==> src/rtl/ps2_cmd_seq.sv <==
// Host-side PS/2 command sequencer: sends a one- or two-byte command, waits for the ACK,
// resends the byte on RESEND, and emits exactly one done or error pulse per accepted command.
//   state    | meaning
//   IDLE     | waiting for cmd_req
//   SEND     | selected byte on din, waiting for tx_idle before strobing wr_ps2
//   WAIT_TX  | frame in flight, waiting for tx_done_tick (timed)
//   WAIT_ACK | waiting for the device reply byte (timed)
module ps2_cmd_seq #(
    parameter int TIMEOUT_CYCLES = 2_000_000,
    parameter int MAX_RETRY      = 3
) (
    input  logic       clk_i,
    input  logic       reset_n_i,
    input  logic       cmd_req_i,
    input  logic [7:0] cmd_byte_i,
    input  logic       has_arg_i,
    input  logic [7:0] arg_byte_i,
    input  logic       tx_idle_i,
    input  logic       tx_done_tick_i,
    input  logic       rx_done_tick_i,
    input  logic [7:0] rx_dout_i,
    output logic       wr_ps2_o,
    output logic [7:0] din_o,
    output logic       busy_o,
    output logic       cmd_done_tick_o,
    output logic       cmd_err_tick_o,
    output logic [1:0] err_code_o
);

    localparam int TW = (TIMEOUT_CYCLES > 1) ? $clog2(TIMEOUT_CYCLES) : 1;
    localparam int RW = (MAX_RETRY > 0) ? $clog2(MAX_RETRY + 1) : 1;
    localparam logic [TW-1:0] TO_LAST   = TW'(TIMEOUT_CYCLES - 1);
    localparam logic [RW-1:0] RETRY_MAX = RW'(MAX_RETRY);

    localparam logic [1:0] S_IDLE     = 2'd0;
    localparam logic [1:0] S_SEND     = 2'd1;
    localparam logic [1:0] S_WAIT_TX  = 2'd2;
    localparam logic [1:0] S_WAIT_ACK = 2'd3;

    localparam logic [7:0] RX_ACK    = 8'hFA;
    localparam logic [7:0] RX_RESEND = 8'hFE;

    localparam logic [1:0] ERR_TIMEOUT = 2'b01;
    localparam logic [1:0] ERR_RETRY   = 2'b10;
    localparam logic [1:0] ERR_REPLY   = 2'b11;

    logic [1:0]    state_q, state_d;
    logic          byte_sel_q, byte_sel_d;
    logic [RW-1:0] retry_q, retry_d;
    logic [TW-1:0] cnt_q, cnt_d;
    logic [7:0]    cmd_q, cmd_d;
    logic [7:0]    arg_q, arg_d;
    logic          has_arg_q, has_arg_d;
    logic          wr_q, wr_d;
    logic          done_q, done_d;
    logic          err_q, err_d;
    logic [1:0]    err_code_q, err_code_d;

    always_comb begin
        state_d    = state_q;
        byte_sel_d = byte_sel_q;
        retry_d    = retry_q;
        cnt_d      = cnt_q;
        cmd_d      = cmd_q;
        arg_d      = arg_q;
        has_arg_d  = has_arg_q;
        wr_d       = 1'b0;
        done_d     = 1'b0;
        err_d      = 1'b0;
        err_code_d = err_code_q;

        case (state_q)
            S_IDLE: begin
                if (cmd_req_i) begin
                    cmd_d      = cmd_byte_i;
                    arg_d      = arg_byte_i;
                    has_arg_d  = has_arg_i;
                    byte_sel_d = 1'b0;
                    retry_d    = '0;
                    state_d    = S_SEND;
                end
            end
            S_SEND: begin
                if (tx_idle_i) begin
                    wr_d    = 1'b1;
                    cnt_d   = '0;
                    state_d = S_WAIT_TX;
                end
            end
            S_WAIT_TX: begin
                if (tx_done_tick_i) begin
                    cnt_d   = '0;
                    state_d = S_WAIT_ACK;
                end else if (cnt_q == TO_LAST) begin
                    err_d      = 1'b1;
                    err_code_d = ERR_TIMEOUT;
                    state_d    = S_IDLE;
                end else begin
                    cnt_d = cnt_q + TW'(1);
                end
            end
            S_WAIT_ACK: begin
                // A reply landing on the timeout cycle still counts as a reply.
                if (rx_done_tick_i) begin
                    if (rx_dout_i == RX_ACK) begin
                        if (!byte_sel_q && has_arg_q) begin
                            byte_sel_d = 1'b1;
                            retry_d    = '0;
                            state_d    = S_SEND;
                        end else begin
                            done_d  = 1'b1;
                            state_d = S_IDLE;
                        end
                    end else if (rx_dout_i == RX_RESEND) begin
                        if (retry_q < RETRY_MAX) begin
                            retry_d = retry_q + RW'(1);
                            state_d = S_SEND;
                        end else begin
                            err_d      = 1'b1;
                            err_code_d = ERR_RETRY;
                            state_d    = S_IDLE;
                        end
                    end else begin
                        err_d      = 1'b1;
                        err_code_d = ERR_REPLY;
                        state_d    = S_IDLE;
                    end
                end else if (cnt_q == TO_LAST) begin
                    err_d      = 1'b1;
                    err_code_d = ERR_TIMEOUT;
                    state_d    = S_IDLE;
                end else begin
                    cnt_d = cnt_q + TW'(1);
                end
            end
            default: state_d = S_IDLE;
        endcase
    end

    always_ff @(posedge clk_i or negedge reset_n_i) begin
        if (!reset_n_i) begin
            state_q    <= S_IDLE;
            byte_sel_q <= 1'b0;
            retry_q    <= '0;
            cnt_q      <= '0;
            cmd_q      <= 8'h00;
            arg_q      <= 8'h00;
            has_arg_q  <= 1'b0;
            wr_q       <= 1'b0;
            done_q     <= 1'b0;
            err_q      <= 1'b0;
            err_code_q <= 2'b00;
        end else begin
            state_q    <= state_d;
            byte_sel_q <= byte_sel_d;
            retry_q    <= retry_d;
            cnt_q      <= cnt_d;
            cmd_q      <= cmd_d;
            arg_q      <= arg_d;
            has_arg_q  <= has_arg_d;
            wr_q       <= wr_d;
            done_q     <= done_d;
            err_q      <= err_d;
            err_code_q <= err_code_d;
        end
    end

    assign wr_ps2_o        = wr_q;
    assign din_o           = byte_sel_q ? arg_q : cmd_q;
    assign busy_o          = (state_q != S_IDLE);
    assign cmd_done_tick_o = done_q;
    assign cmd_err_tick_o  = err_q;
    assign err_code_o      = err_code_q;

endmodule

==> config.mk <==
export PLATFORM = sky130hd
export DESIGN_NAME = ps2_cmd_seq
export DESIGN_NICKNAME = d
export VERILOG_FILES = /design/src/rtl/ps2_cmd_seq.sv
export SDC_FILE = /design/constraint.sdc
export NUM_CORES = 1
export LEC_CHECK = 0
export CORE_MARGIN = 5
export CORE_UTILIZATION = 30
export CTS_BUF_LIST = sky130_fd_sc_hd__clkbuf_4
export DETAILED_ROUTE_END_ITERATION = 16
export GPL_TIMING_DRIVEN = 1
export PLACE_DENSITY = 0.63
export SYNTH_ARGS = -nofsm -noshare
export SYNTH_HDL_FRONTEND = slang
export SYNTH_SLANG_ARGS = --single-unit
==> constraint.sdc <==
create_clock -name clk_i -period 2.6 [get_ports clk_i]
set_input_delay 0.39 -clock clk_i [delete_from_list [all_inputs] [get_ports clk_i]]
set_output_delay 0.39 -clock clk_i [all_outputs]
set_load 0.02 [all_outputs]
---- Word-level counts from Yosys, hierarchy flattened ----
Index checks and enable logic that the tools add are counted.
word-level totals
  register bits after elaboration ......... 48
  output and inout port bits .............. 14
  word-level logic and storage cells ...... 93
operators by class
  $lt $le $gt $ge ......................... 1
  add/sub/neg operators ................... 2
  reduce and logical (&&, ||, !) cells .... 13
  muxes and demuxes ....................... 48
  equality and inequality tests ........... 18
operators with widths
  cell                                                                   count
  21-bit 2-to-1 mux                                                      4
  21-bit case mux with 3 select lines                                    1
  2-bit 2-to-1 mux                                                       19
  21-bit by 1-bit adder with 21-bit output, second input constant        1
  21-bit equality test, second input constant                            1
  1-bit 2-to-1 mux                                                       18
  8-bit equality test, second input constant                             2
  2-bit inequality test, second input constant                           7
  3-bit inequality test, second input constant                           4
  8-bit 2-to-1 mux                                                       1
  2-bit case mux with 2 select lines                                     2
  2-bit case mux with 4 select lines                                     1
  6-bit AND reduction                                                    1
  2-bit nonzero test                                                     3
  5-bit AND reduction                                                    1
  2-bit equality test, second input constant                             2
  4-bit inequality test, second input constant                           1
  1-bit case mux with 2 select lines                                     2
  2-bit AND reduction                                                    2
  4-bit AND reduction                                                    1
  3-bit AND reduction                                                    1
  3-bit nonzero test                                                     1
  2-bit by 1-bit adder with 2-bit output, second input constant          1
  2-bit by 1-bit equality test with 1-bit output, second input constant  1
  other kinds (4)                                                        4

---- Depth between registers and ports, before layout ----
Gate-level depths: netlist of run 1.
  depth in word-level cells ............... 6
  depth in mapped cells ................... 7
  depth with buffers taken out ............ 6

---- Worst setup path after synthesis of run 1 ----
Ideal clock, no wire load.
  path kind ............................... register to register
  start point ............................. register state_q[0]
  end point ............................... register arg_q[5]
  period minus slack after synthesis ...... 1927 ps
  slack ................................... 673 ps
  cell stages (with the launch flop) ...... 6
  arrival ................................. 1803 ps
  path buffers ............................ 2
  path through ............................ dfrtp_1 buf_2 or2_2 nor2_2 buf_2 mux2_2
between the ends
  word-level cells in the longest chain between the ends .. 2
RTL lines
  what                           RTL line  RTL
  from (decl)                    47        logic [1:0] state_q, state_d;
  from (signal assigned)         154       state_q <= state_d;
  2-bit zero test                72        case (state_q)
  2-bit AND reduction (no line)  -
  to (signal assigned)           159       arg_q <= arg_d;
  to (decl)                      52        logic [7:0] arg_q, arg_d;
Every way passes these cells.
A chain may end at the register's enable or synchronous reset.

---- Worst setup path after layout of run 1 ----
  start point ............................. register byte_sel_q
  end point ............................... output din_o[2]
between the ends
  word-level cells in the longest chain between the ends .. 1
RTL lines
  what                    RTL line  RTL
  from (decl)             48        logic byte_sel_q, byte_sel_d;
  from (signal assigned)  155       byte_sel_q <= byte_sel_d;
  8-bit 2-to-1 mux        169       assign din_o = byte_sel_q ? arg_q : cmd_q;
  to (decl)               23        output logic [7:0] din_o,
Every way passes these cells.

==> results.cfg, run 1 <==
[global_routing]
via_count_of_the_first_global_routing_pass = 1956
global_route.overflow_total = 0
grt_pass1_wl_um = 9260
maximum_number_of_pins_on_one_net_before_global_route_repair = 30
number_of_antenna_violations_at_the_first_check_in_global_routing = 0
grtUsageTotal = 0.112

[synthesis]
syn-cell-area_mm2 = 0.00249
yosysUniqueCellTypes = 61
post_synth_inst_count = 227
synth-edff-count = 0
dominant_combinational_cell_family_by_area_after_synthesis = simple AND/OR/NAND/NOR gates
synth_largest_area_cell = dfrtp_1
muxShareOfSynthArea = 0.121
yosys.area_share.simple = 0.204
yosysSeqAreaShare = 0.482
synth-async-reset-ratio = 1.00
yosysWarnings = 0
synth-seq-cells = 48
synth-compound-area-share = 0.124
yosys.area_share.xor_xnor = 0.0312
synth_area_leaders = dfrtp_1 (48%), mux2_2 (11%), nor2_1 (2.6%)
avgSynthCellArea_um2 = 11.0
syn-num-nets = 260
post_synth_fa_ha_maj_area_fraction = 0.0101
yosys_most_used_dff = dfrtp_1
synthDominantCellAreaShare = 0.482

[layout]
area_delta_synth_final_pct = 24.8
nets = 310
most-common-layout-cells = dfrtp_1 (48), clkdlybuf4s50_1 (43), mux2_2 (25), nor2_1 (17), nand2_1 (13)
layout.core_utilization = 0.382
final_cell_count_no_fill = 383
mostFrequentLayoutCell = dfrtp_1
post_route_cells_drive_above_1_share = 0.205
num_antenna_cells = 0
fillers = 831
area.sequential_mm2 = 0.00120
final_cell_area_mm2 = 0.00311
combined_area_of_the_multi_input_logic_cells_mm2 = 0.00122

[worst_setup_path]
cp_data_arrival_time_ps = 1890
cp-end-kind = output port
regToRegSetupSlack_ps = 460
critical_path.cell_chain = mux2_2, clkdlybuf4s50_1
cp_slowest_cell = dfrtp_1
path_class = reg -> out
timing.critical_path.required_ps = 2210
setup.worst_path.start_class = flip-flop
crit_path_max_incr_delay_ps = 610
critical_path_peak_fanout = 9

[floorplanning]
top_level_pins = 45
floorplan.die.height_um = 101
coreArea_mm2 = 0.00813
dieWidth_um = 101
floorplan.die_area_mm2 = 0.0102
initial_core_utilization = 0.306
std_cell_rows = 33

[cts]
clock_sinks = 48
clock_network_latency_to_the_later_pin_of_the_worst_skew_pair_ps = 360
clk_root_buffer_cell = clkbuf_4
cts-buffers-inserted = 5
cts_h_tree_depth = 2
tritoncts = done
cts_max_path_buffers = 2
cts_setup_buffers = 0
clkSlewWorstSetupHoldPaths_ps = 140

[drt]
drt-total-wl_um = 5490
route.detailed.vias_per_inst = 5.08
post-route-drc-count = 0
postRouteAntennaNets = 0
wl_per_instance_um = 14.3
detail_route.iter0.violations = 49
drt_pass1_iterations = 4
detailroute.via_count = 1946

[sta]
fin_crit_sh = 0.877
totalNegativeSetupSlack_ps = 0
maxSlewViolCount = 0
setup_violations = 0
report.final.hold_viol_count = 0
max_freq_mhz = 439
layout_min_cycle_time_ps = 2280
grt_setup_unrepaired = no
post_route_skew_ps = 16.9
maxSlewHeadroom = 0.541
post_route_hold_slack_ps = 484
worst-slew-pin-transition_ps = 682
layout_setup_ws_ps = 320

[placement]
dpl.hpwl_um = 4130
globalplace.congestion = 0.795
dpl_cell_area_mm2 = 0.00304
dp_worst_setup_slack_ps = 358
placed_cells_incl_taps = 374
port_buffers = 44

[pwr]
vdd_ir_drop_max_mv = 0.286
power-per-cell-area_mw_per_mm2 = 837
static-leakage-power_nw = 1.26
p_total_mw = 2.60

[hold_path]
holdCritPathClass = in -> async

[run_status]
outcome = complete, no violations

[job]
cap_violations = 0
==> what timing repair did <==
action                                  in CTS  in global routing
hold buffers                                 1                  0
hold endpoints to repair                    19                  0
endpoints found under the setup margin       0                  0
resized for setup                            0                  0
==> logic make-up after synthesis <==
logic type | after synthesis
buf+inv | 11
fa+ha+maj | 2
xor+xnor | 8
flops | 48
mux | 27
simple gates | 86
compound gates | 45
==> final cells by class <==
| cell class | count | area share |
|---|---|---|
| multi-input combinational | 168 | 0.393 |
| sequential | 48 | 0.387 |
| timing repair buffer | 50 | 0.155 |
| tap | 105 | 0.0423 |
| clock buffer | 5 | 0.0121 |
| clock inverter | 3 | 0.00564 |
| inverter | 4 | 0.00483 |
==> flip-flops by register name, summed over array words and instances, names as in the netlist, 2 cells and up <==
signal	flops
cnt_q	21
arg_q	8
cmd_q	8
err_code_o	2
retry_q	2
state_q	2
==> layer usage <==
layer,global-route usage,vias up,routed length (µm),part of all wire
met2,0.179,42,2600,0.47
met5,0,-,0,0
met1,0.151,957,2570,0.47
met3,0.0325,2,308,0.056
met4,0.0215,0,15,0.0027
li1,-,945,-,-
==> final timing paths <==
path                                   startpoint                      to  cells past startpoint
max                        byte_sel_q$_DFFE_PN0P_                din_o[2]                      2
min                                     reset_n_i  retry_q[0]$_DFFE_PN0P_                      2
max reg2reg                  cnt_q[0]$_DFFE_PN0P_   cnt_q[10]$_DFFE_PN0P_                      6
min reg2reg                 cnt_q[20]$_DFFE_PN0P_   cnt_q[20]$_DFFE_PN0P_                      1
max in group asynchronous               reset_n_i    cnt_q[0]$_DFFE_PN0P_                      3
min in group clk_i          cnt_q[20]$_DFFE_PN0P_   cnt_q[20]$_DFFE_PN0P_                      1
==> worst max-delay path, delay by kind of cell (launching register included) <==
family	cells	cell delay [ps]
buf+inv	1	550
flops	1	610
mux	1	380
==> power by group <==
group	internal [mW]	switching (mW)
Sequential	0.941	0.166
Combinational	0.576	0.570
Clock	0.105	0.243
Total	1.62	0.979
==> synth_stat cells, types with 2 or more instances <==
| cell type | number |
|---|---|
| a21o_1 | 2 |
| a21oi_1 | 11 |
| a21oi_2 | 2 |
| a31oi_1 | 5 |
| and3_1 | 4 |
| buf_2 | 2 |
| clkbuf_1 | 3 |
| dfrtp_1 | 48 |
| ha_1 | 2 |
| inv_1 | 4 |
| mux2_2 | 25 |
| mux2i_1 | 2 |
| nand2_1 | 13 |
| nand2b_1 | 2 |
| nand3_1 | 12 |
| nand4_1 | 3 |
| nor2_1 | 17 |
| nor2b_1 | 2 |
| nor3_1 | 4 |
| nor4b_1 | 2 |
| o2111ai_1 | 2 |
| o211ai_1 | 3 |
| o21ai_0 | 7 |
| o22ai_1 | 2 |
| o32ai_1 | 2 |
| or2_2 | 2 |
| or3_1 | 4 |
| or4_2 | 2 |
| xnor2_1 | 6 |
No activity file was read; power rests on OpenSTA's default activity.
==> inputs of run 2 (changes only) <==
--- a/config.mk
+++ b/config.mk
@@ -9,6 +9,7 @@
 export CORE_UTILIZATION = 30
 export CTS_BUF_LIST = sky130_fd_sc_hd__clkbuf_4
 export DETAILED_ROUTE_END_ITERATION = 16
+export GPL_ROUTABILITY_DRIVEN = 0
 export GPL_TIMING_DRIVEN = 1
 export PLACE_DENSITY = 0.63
 export SYNTH_ARGS = -nofsm -noshare
==> results of run 2 <==
The final DEF is identical to that of run 1; final timing and power are the same.
